**src/rtl/arcade_ioctl_pkg.sv**
```systemverilog
// Shared ioctl definitions for the arcade core: address width, file indices and upload FSM states.
package arcade_ioctl_pkg;

    localparam int IOCTL_ADDR_W = 25;

    localparam logic [7:0] IDX_ROM     = 8'd0;
    localparam logic [7:0] IDX_DIP     = 8'd254;
    localparam logic [7:0] IDX_HISCORE = 8'd4;

    typedef enum logic [1:0] {
        ST_IDLE,
        ST_READY,
        ST_LAT,
        ST_DONE
    } upload_state_e;

    function automatic logic is_known_index(input logic [7:0] idx);
        return (idx == IDX_ROM) || (idx == IDX_DIP) || (idx == IDX_HISCORE);
    endfunction

endpackage

```
**src/rtl/upload_lat_ctr.sv**
```systemverilog
// Memory read-latency down-counter: loaded when a read is issued, flags the cycle mem_q is valid.
module upload_lat_ctr #(
    parameter int RD_LAT = 2
) (
    input  logic clk_sys,
    input  logic reset,
    input  logic load_i,
    input  logic active_i,
    output logic valid_o
);

    localparam int CNT_W = $clog2(RD_LAT + 1);

    logic [CNT_W-1:0] cnt_q, cnt_d;

    // NOTE: next-state starts from the held value so every path assigns cnt_d and no latch is inferred.
    always_comb begin
        cnt_d = cnt_q;
        if (load_i) begin
            cnt_d = CNT_W'(RD_LAT);
        end else if (active_i && (cnt_q != '0)) begin
            cnt_d = cnt_q - CNT_W'(1);
        end
    end

    // NOTE: registered state uses non-blocking assignment so all flops update from pre-edge values.
    always_ff @(posedge clk_sys) begin
        if (reset) begin
            cnt_q <= '0;
        end else begin
            cnt_q <= cnt_d;
        end
    end

    assign valid_o = active_i && (cnt_q == '0);

endmodule

```
**src/rtl/ioctl_upload_reader.sv**
```systemverilog
// HPS ioctl upload responder: serves each ioctl_rd strobe from a synchronous core memory.
// Define UPLOAD_CHECKSUM_EN to return the session checksum for a read at addr == MEM_SIZE.
module ioctl_upload_reader
    import arcade_ioctl_pkg::*;
#(
    parameter int         ADDR_W       = 10,
    parameter int         MEM_SIZE     = 1024,
    parameter int         RD_LAT       = 2,
    parameter logic [7:0] UPLOAD_INDEX = IDX_HISCORE,
    parameter logic [7:0] PAD_BYTE     = 8'hFF
) (
    input  logic                    clk_sys,
    input  logic                    reset,
    input  logic                    ioctl_upload,
    input  logic                    ioctl_rd,
    input  logic [IOCTL_ADDR_W-1:0] ioctl_addr,
    input  logic [7:0]              ioctl_index,
    output logic [7:0]              ioctl_din,
    output logic                    ioctl_wait,
    output logic [ADDR_W-1:0]       mem_addr,
    output logic                    mem_rd,
    input  logic [7:0]              mem_q,
    output logic                    busy,
    output logic                    done,
    output logic [IOCTL_ADDR_W-1:0] byte_count,
    output logic                    proto_err
);

    localparam logic [IOCTL_ADDR_W-1:0] MEM_SIZE_A = IOCTL_ADDR_W'(MEM_SIZE);

    upload_state_e             state_q, state_d;
    logic                      upload_q;
    logic [7:0]                din_q, din_d;
    logic                      wait_q, wait_d;
    logic [ADDR_W-1:0]         mem_addr_q, mem_addr_d;
    logic                      mem_rd_q, mem_rd_d;
    logic [IOCTL_ADDR_W-1:0]   count_q, count_d, count_inc;
    logic                      perr_q, perr_d;
    logic                      start, in_range, lat_load, lat_valid;
    logic [7:0]                pad_value;

    assign start     = ioctl_upload && !upload_q && (ioctl_index == UPLOAD_INDEX);
    assign in_range  = ioctl_addr < MEM_SIZE_A;
    assign count_inc = (count_q == '1) ? count_q : count_q + IOCTL_ADDR_W'(1);

`ifdef UPLOAD_CHECKSUM_EN
    logic [7:0] sum_q, sum_d;
    assign pad_value = (ioctl_addr == MEM_SIZE_A) ? (~sum_q + 8'd1) : PAD_BYTE;
`else
    assign pad_value = PAD_BYTE;
`endif

    upload_lat_ctr #(.RD_LAT(RD_LAT)) u_lat_ctr (
        .clk_sys  (clk_sys),
        .reset    (reset),
        .load_i   (lat_load),
        .active_i (state_q == ST_LAT),
        .valid_o  (lat_valid)
    );

    always_comb begin
        state_d    = state_q;
        din_d      = din_q;
        wait_d     = wait_q;
        mem_addr_d = mem_addr_q;
        mem_rd_d   = 1'b0;
        count_d    = count_q;
        perr_d     = perr_q;
        lat_load   = 1'b0;
`ifdef UPLOAD_CHECKSUM_EN
        sum_d      = sum_q;
`endif
        case (state_q)
            ST_IDLE, ST_DONE: begin
                state_d = ST_IDLE;
                if (start) begin
                    state_d = ST_READY;
                    count_d = '0;
                    perr_d  = 1'b0;
`ifdef UPLOAD_CHECKSUM_EN
                    sum_d   = '0;
`endif
                end
            end
            ST_READY: begin
                if (!ioctl_upload) begin
                    state_d = ST_DONE;
                    wait_d  = 1'b0;
                end else if (ioctl_rd) begin
                    if (in_range) begin
                        mem_addr_d = ioctl_addr[ADDR_W-1:0];
                        mem_rd_d   = 1'b1;
                        wait_d     = 1'b1;
                        lat_load   = 1'b1;
                        state_d    = ST_LAT;
                    end else begin
                        din_d   = pad_value;
                        count_d = count_inc;
                    end
                end
            end
            ST_LAT: begin
                // Upload end abandons the pending read; a late strobe is flagged but not serviced.
                if (!ioctl_upload) begin
                    state_d = ST_DONE;
                    wait_d  = 1'b0;
                end else begin
                    if (ioctl_rd) perr_d = 1'b1;
                    if (lat_valid) begin
                        din_d   = mem_q;
                        wait_d  = 1'b0;
                        count_d = count_inc;
                        state_d = ST_READY;
`ifdef UPLOAD_CHECKSUM_EN
                        sum_d   = sum_q + mem_q;
`endif
                    end
                end
            end
            default: state_d = ST_IDLE;
        endcase
    end

    always_ff @(posedge clk_sys) begin
        if (reset) begin
            state_q    <= ST_IDLE;
            upload_q   <= 1'b0;
            din_q      <= '0;
            wait_q     <= 1'b0;
            mem_addr_q <= '0;
            mem_rd_q   <= 1'b0;
            count_q    <= '0;
            perr_q     <= 1'b0;
`ifdef UPLOAD_CHECKSUM_EN
            sum_q      <= '0;
`endif
        end else begin
            state_q    <= state_d;
            upload_q   <= ioctl_upload;
            din_q      <= din_d;
            wait_q     <= wait_d;
            mem_addr_q <= mem_addr_d;
            mem_rd_q   <= mem_rd_d;
            count_q    <= count_d;
            perr_q     <= perr_d;
`ifdef UPLOAD_CHECKSUM_EN
            sum_q      <= sum_d;
`endif
        end
    end

    assign ioctl_din  = din_q;
    assign ioctl_wait = wait_q;
    assign mem_addr   = mem_addr_q;
    assign mem_rd     = mem_rd_q;
    assign byte_count = count_q;
    assign proto_err  = perr_q;
    assign busy       = (state_q == ST_READY) || (state_q == ST_LAT);
    assign done       = (state_q == ST_DONE);

endmodule

```
**config.mk**
```make
export PLATFORM = sky130hd
export DESIGN_NAME = ioctl_upload_reader
export DESIGN_NICKNAME = d
export VERILOG_FILES = /design/src/rtl/arcade_ioctl_pkg.sv /design/src/rtl/upload_lat_ctr.sv /design/src/rtl/ioctl_upload_reader.sv
export SDC_FILE = /design/constraint.sdc
export NUM_CORES = 1
export LEC_CHECK = 0
export ABC_CLOCK_PERIOD_IN_PS = 4400
export BUFFER_PORTS_ARGS = -buffer_cell sky130_fd_sc_hd__buf_2
export CAP_MARGIN = 20
export CORE_MARGIN = 1
export CORE_UTILIZATION = 55
export CTS_BUF_LIST = sky130_fd_sc_hd__clkbuf_4
export DETAILED_ROUTE_END_ITERATION = 7
export PLACE_DENSITY = 0.85
export RECOVER_POWER = 25
export SLEW_MARGIN = 20
export SYNTH_ARGS = -nofsm -noshare
export SYNTH_HDL_FRONTEND = slang
export SYNTH_HIERARCHICAL = 1
export SYNTH_SLANG_ARGS = --single-unit
```
**constraint.sdc**
```tcl
create_clock -name clk_sys -period 4.4 [get_ports clk_sys]
set_input_delay 0.88 -clock clk_sys [delete_from_list [all_inputs] [get_ports clk_sys]]
set_output_delay 0.88 -clock clk_sys [all_outputs]
set_load 0.05 [all_outputs]
```
== Word level (Yosys, flattened, before mapping) ==
Cells that the tools add are included.
Storage, ports and cells
  register bits after elaboration: 51
  bits of input ports: 45
  output and inout bits: 48
Cells by class
  $add $sub $neg: 2
  order comparisons: 1
  equality and inequality tests: 15
  mux-type cells: 37
  reduce and logical (&&, ||, !) cells: 20
Operators by type and width (number)
  $mux 25: 7
  $pmux 25 s3: 1
  $mux 8: 5
  $add 25x1->25 const B: 1
  $eq 25x25->1 const B: 1
  $lt 25x11->1 const B: 1
  $pmux 8 s2: 1
  $mux 2: 7
  $ne 2x2->1 const B: 7
  $mux 1: 13
  $reduce_and 4->1: 3
  $reduce_and 6->1: 2
  $ne 3x3->1 const B: 3
  $eq 8x3->1 const B: 1
  $reduce_bool 2->1: 4
  $pmux 2 s3: 1
  $eq 2x2->1 const B: 2
  $logic_and 1x1->1: 4
  $logic_not 2->1: 2
  $pmux 1 s2: 2
  $reduce_or 2->1: 2
  $reduce_and 3->1: 1
  $eq 2x1->1 const B: 1
  $sub 2x1->2 const B: 1
  other kinds (2): 2

== Longest topological paths before layout ==
Gate-level depths: netlist of run 1.
  depth in word-level cells: 6
  depth in mapped cells: 10
  depth with buffers taken out: 8

== Hierarchy ==
The synthesis of run 1 kept the hierarchy.
Modules (own cells, without submodules)
  ioctl_upload_reader: times used 1, cells each 283, area each 2463.6 µm²
  upload_lat_ctr: times used 1, cells each 12, area each 113.9 µm²

== Worst setup path after synthesis of run 1 ==
OpenSTA, ideal clock, no wires.
  path type: flip-flop to flip-flop
  start point: register state_q[0]
  end point: register count_q[19], in the netlist byte_count[19]
  setup time: 0.101 ns
  arrival time: 2.370 ns
  required time: 4.299 ns
  setup slack: 1.929 ns
  cell stages (with the launch flop): 10
  cells stage by stage: dfxtp_1 inv_1 ha_1 buf_2 clkinv_1 a31oi_1 a21o_1 buf_2 o311ai_0 o41ai_1
Between the ends
  longest elaborated chain between the ends: 4
Ends and longest elaborated chain
  from (decl): line ioctl_upload_reader.sv:31  | upload_state_e state_q, state_d;
  from (signal assigned): line ioctl_upload_reader.sv:138  | state_q <= state_d;
  $eq 2x2->1 (tied with other cells): line ioctl_upload_reader.sv:73  | case (state_q)
  $reduce_or 2->1 / $logic_and 1x1->1 (equally long branches): line ioctl_upload_reader.sv:73, upload_lat_ctr.sv:35
  $ne 2x2->1 (no source line)
  $reduce_and 6->1 (no source line)
  to (signal assigned): line ioctl_upload_reader.sv:144  | count_q <= count_d;
  to (decl): line ioctl_upload_reader.sv:37  | logic [IOCTL_ADDR_W-1:0] count_q, count_d, count_inc;
Parallel ways exist; a longest one is shown, timed or not.
A chain may end at the register's enable or synchronous reset.

== Worst setup path after layout of run 1 ==
  start point: register state_q[0]
  end point: register count_q[11], in the netlist byte_count[11]
Same word-level chain as after synthesis.

==> results_dict.tcl, run 1 <==
set metrics [dict create \
    status "complete, no violations" \
    wirelength_mm 6.527 \
    antenna_cells 0 \
    area_delta_synth_final_pct 19.42 \
    fp-row-count 24 \
    grtUsageTotal_pct 26.55 \
    reg2reg_depth 7 \
    grt_pass1_vias 2379 \
    vias_per_cell 6.172 \
    clock_tree.buffer_depth 2 \
    static-leakage-power_nw 1.157 \
    async_flop_share_pct 0 \
    ys_seq_area_share_pct 39.61 \
    ant_nets 0 \
    firstDrtPassIters 5 \
    grt_setup_unrepaired "false" \
    synthAdderAreaFrac_pct 2.427 \
    cts_tree "done" \
    timing.critical_path.to_type "register" \
    synth_top_family_by_area "compound AO/OA/AOI/OAI gates" \
    ys.flop_type "dfxtp_1" \
    hpwl_mm 4.666 \
    worst_path_max_delay_cell "ha_1" \
    cts_setup_buffers 0 \
    synthMuxAreaShare_pct 4.757 \
    vias 2660 \
    io_pins 93 \
    slew_violations 0 \
    nNetsFinal 428 \
    finalPower_w 0.0007157 \
    synth_xor_area_share_pct 0.3398 \
    worstPathRequired_ns 4.68 \
    relSlewSlack_pct 39.57 \
    die_y_um 70.46 \
    drive_above_1_share_pct 27.18 \
    gp_congestion 0.8395 \
    final.setup.worst_slack_ns 0.9808 \
    core_area_um2 4414 \
    cts_root_buf "clkbuf_4" \
    post_drt_wl_per_cell_um 15.14 \
    place_area_um2 3049 \
    ir_drop_uv 186.9 \
    synth_compound_area_share_pct 25.00 \
    syn-cell-area_um2 2577 \
    cts.sinks 51 \
    dp_slack_ns 1.092 \
    yosys_warnings 6 \
    ys_ff_latch 51 \
    placed_cells 423 \
    synth-edff-count 0 \
    clkSlewWorstSetupHoldPaths_ns 0.15 \
    cp_max_fo 25 \
    dieWidth_um 70.46 \
    ctsResizeCount 0 \
    yosysTopAreaCell "dfxtp_1" \
    fillCellCount 381 \
    min_period_ns 3.419 \
    final_cells 431 \
    maxCapViolCount 0 \
    drt-initial-drc-count 182 \
    die-area_um2 4964 \
    r2r_end "byte_count[11]" \
    grt_start_max_net_pins 45 \
    crit_path_end "byte_count[11]" \
    yosysUniqueCellTypes 50 \
    h-tree-depth 2 \
    grt.overflow.total 0 \
    cts_buffers 5 \
    cts_hold_buf 0 \
    syn-instance-count 295 \
    reg2reg_slack_ns 0.98 \
    final_area_um2 3078 \
    grt_first_pass_wirelength_mm 10.62 \
    hold_viol_final 0 \
    finalSetupTns_ns 0 \
    worstSetupStartpointType "register" \
    setup.worst_path.start "state_q[0]" \
    finalCritPeriodShare_pct 77.71 \
    start_util_pct 58.39 \
    synth_area_per_cell_um2 8.737 \
    port_buffers 92 \
    synth_top_cell_area_share_pct 39.61 \
    cp_cell_sequence "inv_1 > ha_1 > clkinv_1 > a31oi_1 > a21o_1 > nor2_1 > a311oi_1" \
    hold_path.class "reg2reg" \
    insertion_delay_ns 0.38 \
    powerDensity_nw_per_um2 232.5 \
    critPathMaxStageDelay_ns 0.77 \
    fmax_ghz 0.2925 \
    worst_pin_slew_ns 0.9064 \
    fin_worst_skew_ns 0.01126 \
    yosys-top-cells-area "dfxtp_1 40%, nor2_1 4.2%, mux2i_1 3.9%, o221a_2 3.5%, a21oi_1 2.9%" \
    path_class "reg2reg" \
    yosys.area_share.simple_pct 22.86 \
    drc 0 \
    cp.arrival_ns 3.70 \
    multi_input_area_um2 1428 \
    antenna_found_initial 0 \
    syn-num-nets 345 \
    rr_startpoint "state_q[0]" \
    setup_viol 0 \
    register_area_um2 1021 \
]
[power by group]
part           internal (W)  leakage, nW  switching (W)
registers          0.000463        0.411    0.000000256
clock network     0.0000681       0.0317       0.000149
logic             0.0000170        0.715      0.0000189
total              0.000548         1.16       0.000168
[kinds of logic after synthesis]
kind of cell	Yosys count
buffers and inverters	31
DFF	51
AOI/OAI and AO/OA	87
muxes	12
xor gates and xnor gates	1
adders and majority gates	5
and+or+nand+nor	108
[critical path, delay by kind of cell (launching register included)]
kind,cells,cell delay (ns)
flops,1,0.39
fa+ha+maj,1,0.77
simple gates,1,0.26
compound gates,3,1.34
buf+inv,2,0.54
[per-layer routing]
layer / vias up / share of wire (%) / GRT usage, %
li1: 1309 / - / -
met1: 1212 / 45 / 32.91
met2: 132 / 46 / 44.34
met3: 7 / 7.0 / 4.473
met4: 0 / 1.4 / 12.89
met5: - / 0 / 0
[through the flow]
stage	hold slack, ns	utilization (%)
after floorplan	0.4890	-
after global placement	0.4684	69.08
after detailed placement	0.4810	69.08
after CTS	0.5012	70.38
after global routing	0.5407	69.73
final	0.5074	69.73
[sequential cells by signal, summed over array words and instances, names as in the netlist]
| signal | flops |
|---|---|
| byte_count | 25 |
| ioctl_din | 8 |
| ioctl_wait | 1 |
| mem_addr | 10 |
| mem_rd | 1 |
| proto_err | 1 |
| state_q | 2 |
| u_lat_ctr/cnt_q | 2 |
| upload_q | 1 |
[layout by cell type (no fill, tap or decap), types with 2 or more instances in the layout]
| cell | n |
|---|---|
| buf_2 | 72 |
| clkbuf_1 | 21 |
| nor3_1 | 14 |
| a21o_1 | 3 |
| o221a_2 | 8 |
| and4_1 | 3 |
| ha_1 | 5 |
| a21oi_1 | 15 |
| mux2i_1 | 10 |
| nor4_1 | 3 |
| a31oi_1 | 11 |
| buf_4 | 4 |
| nor4_2 | 2 |
| a311oi_1 | 6 |
| clkinv_1 | 2 |
| clkbuf_4 | 6 |
| o311ai_0 | 8 |
| and3_1 | 4 |
| nor2_1 | 29 |
| mux2_2 | 2 |
| o31ai_1 | 3 |
| o21a_1 | 2 |
| a41oi_1 | 8 |
| inv_1 | 8 |
| nand3_1 | 8 |
| nand4_1 | 8 |
| o41ai_1 | 5 |
| o21ai_0 | 10 |
| dfxtp_1 | 51 |
| a211oi_1 | 4 |
| nand2_1 | 20 |
| nor4b_1 | 4 |
[synthesized netlist by cell type (all sizes together) (9+ instances only)]
library cell / instances
dfxtp: 51
mux2i: 10
clkbuf: 11
nand4: 9
a21oi: 15
nand2: 20
a31oi: 11
nor2: 29
nor3: 15
o21ai: 10
buf: 10
[final cells by class]
cell class,count,share of cell area (%)
Clock buffer,6,1.463
Clock inverter,2,0.4065
Inverter,10,1.220
Multi-Input combinational cell,213,46.38
Sequential cell,51,33.17
Tap cell,52,2.114
Timing Repair Buffer,97,15.24
[worst min path at each step]
stage	slack, ns	cells past startpoint	from	end
floorplan	0.49	2	u_lat_ctr/cnt_q[1]	u_lat_ctr/cnt_q[1]
global placement	0.47	2	mem_addr[4]	mem_addr[4]
detailed placement	0.48	2	mem_addr[3]	mem_addr[3]
CTS	0.50	2	byte_count[24]	byte_count[24]
global route	0.54	2	byte_count[24]	byte_count[24]
finish	0.51	2	byte_count[24]	byte_count[24]
Note: power is estimated with default switching activity, not from simulation.
==> inputs of run 2 (changes only) <==
--- a/config.mk
+++ b/config.mk
@@ -5,14 +5,14 @@
 export SDC_FILE = /design/constraint.sdc
 export NUM_CORES = 1
 export LEC_CHECK = 0
-export ABC_CLOCK_PERIOD_IN_PS = 4400
+export ABC_CLOCK_PERIOD_IN_PS = 3500
 export BUFFER_PORTS_ARGS = -buffer_cell sky130_fd_sc_hd__buf_2
 export CAP_MARGIN = 20
 export CORE_MARGIN = 1
-export CORE_UTILIZATION = 55
+export CORE_UTILIZATION = 51
 export CTS_BUF_LIST = sky130_fd_sc_hd__clkbuf_4
 export DETAILED_ROUTE_END_ITERATION = 7
-export PLACE_DENSITY = 0.85
+export PLACE_DENSITY = 0.8
 export RECOVER_POWER = 25
 export SLEW_MARGIN = 20
 export SYNTH_ARGS = -nofsm -noshare
==> constraint.sdc (replaced) <==
create_clock -name clk_sys -period 3.5 [get_ports clk_sys]
set_input_delay 0.7 -clock clk_sys [delete_from_list [all_inputs] [get_ports clk_sys]]
set_output_delay 0.7 -clock clk_sys [all_outputs]
set_load 0.05 [all_outputs]
==> results_dict.tcl, run 2 (synthesized netlist as in run 1, its figures left out) <==
set metrics [dict create \
    status "complete, but fails checks" \
    violations "max-capacitance violations, max-slew violations" \
    placed_cells 443 \
    vias_per_cell 5.958 \
    die-area_um2 5342 \
    ir_drop_uv 215.8 \
    grt_pass1_vias 2387 \
    relSlewSlack_pct -23.82 \
    finalCritPeriodShare_pct 75.83 \
    wirelength_mm 6.422 \
    cts_buffers 5 \
    insertion_delay_ns 0.36 \
    vias 2687 \
    grt_setup_unrepaired "false" \
    hold_viol_final 0 \
    worst_pin_slew_ns 1.857 \
    nNetsFinal 433 \
    multi_input_area_um2 1428 \
    setup_viol 0 \
    fillCellCount 445 \
    hold_path.class "reg2reg" \
    combPwrFrac_pct 4.3 \
    dieWidth_um 73.09 \
    cts_setup_buffers 0 \
    setup.worst_path.start "state_q[0]" \
    hpwl_mm 4.491 \
    finalSetupTns_ns 0 \
    drive_above_1_share_pct 27.60 \
    final_cell_mix "70 x buf_2, 51 x dfxtp_1, 29 x nor2_1" \
    switching_share_pct 20.09 \
    worstPathRequired_ns 3.77 \
    layout_commonest_cell "buf_2" \
    grt_first_pass_wirelength_mm 10.79 \
    die_y_um 73.09 \
    rr_startpoint "state_q[0]" \
    seqPwrFrac_pct 56.4 \
    core_area_um2 4786 \
    largest_reg_flops 25 \
    io_pins 93 \
    drc 0 \
    clkSlewWorstSetupHoldPaths_ns 0.14 \
    grtUsageTotal_pct 25.22 \
    clockPowerShare_pct 39.3 \
    cts_tree "done" \
    worstSetupStartpointType "register" \
    grt_start_max_net_pins 44 \
    cts_root_buf "clkbuf_4" \
    static-leakage-power_nw 1.194 \
    ant_nets 0 \
    h-tree-depth 2 \
    cp_max_fo 18 \
    power.switching_w 0.0002073 \
    grt.overflow.total 0 \
    firstDrtPassIters 4 \
    min_from "byte_count[24]" \
    slew_violations 44 \
    hold_path_depth 2 \
    powerDensity_nw_per_um2 324.6 \
    area_delta_synth_final_pct 23.35 \
    final_cells 451 \
    port_buffers 92 \
    min_period_ns 2.654 \
    clock_tree.buffer_depth 2 \
    final.setup.worst_slack_ns 0.8460 \
    maxCapViolCount 1 \
    cp.arrival_ns 2.92 \
    reg2reg_depth 8 \
    fmax_ghz 0.3768 \
    start_util_pct 53.86 \
    ctsResizeCount 0 \
    antenna_found_initial 0 \
    dp_slack_ns 0.9146 \
    cts.sinks 51 \
    drt-initial-drc-count 196 \
    antenna_cells 0 \
    gp_congestion 0.8311 \
    post_drt_wl_per_cell_um 14.24 \
    cts_hold_buf 0 \
    timing.critical_path.to_type "register" \
    p_int_w 0.0008246 \
    fin_worst_skew_ns 0.005410 \
    register_area_um2 1021 \
    fp-row-count 25 \
    path_class "reg2reg" \
]
[run 2: worst max-delay path, cell delays in order (launching register included)]
cell,delay (ns)
dfxtp_1,0.35
inv_1,0.08
ha_1,0.37
and2_2,0.24
nand2_1,0.05
a21oi_1,0.20
a41o_1,0.52
nand2_1,0.37
o41ai_1,0.38
[run 2: final cells by class]
type / count / share of cell area, %
Clock buffer: 5 / 1.181
Inverter: 10 / 1.181
Clock inverter: 3 / 2.125
Sequential cell: 51 / 32.11
Timing Repair Buffer: 102 / 15.86
Multi-Input combinational cell: 213 / 44.90
Tap cell: 67 / 2.637
[run 2: metrics by stage]
| stage | instance area (µm²) | util [%] | total power [W] | hold slack [ns] |
|---|---|---|---|---|
| after floorplan | 2577 | - | 0.0006102 | 0.4890 |
| after global placement | 3105 | 64.89 | 0.0006393 | 0.4672 |
| after detailed placement | 3105 | 64.89 | 0.0006397 | 0.4618 |
| after CTS | 3211 | 67.09 | 0.001043 | 0.4821 |
| after global routing | 3179 | 66.43 | 0.001073 | 0.5188 |
| final | 3179 | 66.43 | 0.001032 | 0.4874 |
[run 2: worst paths after layout]
kind	endpoint	slack, ns
setup / recovery	byte_count[17]	0.85
hold reg to reg	byte_count[24]	0.49
hold / removal	byte_count[24]	0.49
setup reg to reg	byte_count[17]	0.85
[run 2: power by group through the flow]
stage / logic [W] / clock network, W / registers, W
2_1_floorplan: 0.0000150 / 0 / 0.000595
3_3_place_gp: 0.0000449 / 0 / 0.000594
3_5_place_dp: 0.0000452 / 0 / 0.000594
4_1_cts: 0.0000453 / 0.000416 / 0.000582
5_1_grt: 0.0000496 / 0.000441 / 0.000582
6_report: 0.0000444 / 0.000406 / 0.000582
[run 2: metal layers]
layer  global-route usage (%)  wire length (µm)  part of all wire [%]  up-vias
met5                        0                 0                     0        -
met4                    6.754                61                  0.95        0
met3                    4.972               522                   8.1        7
met2                    42.18              3015                    47      119
met1                    33.02              2822                    44     1242
li1                         -                 -                     -     1319
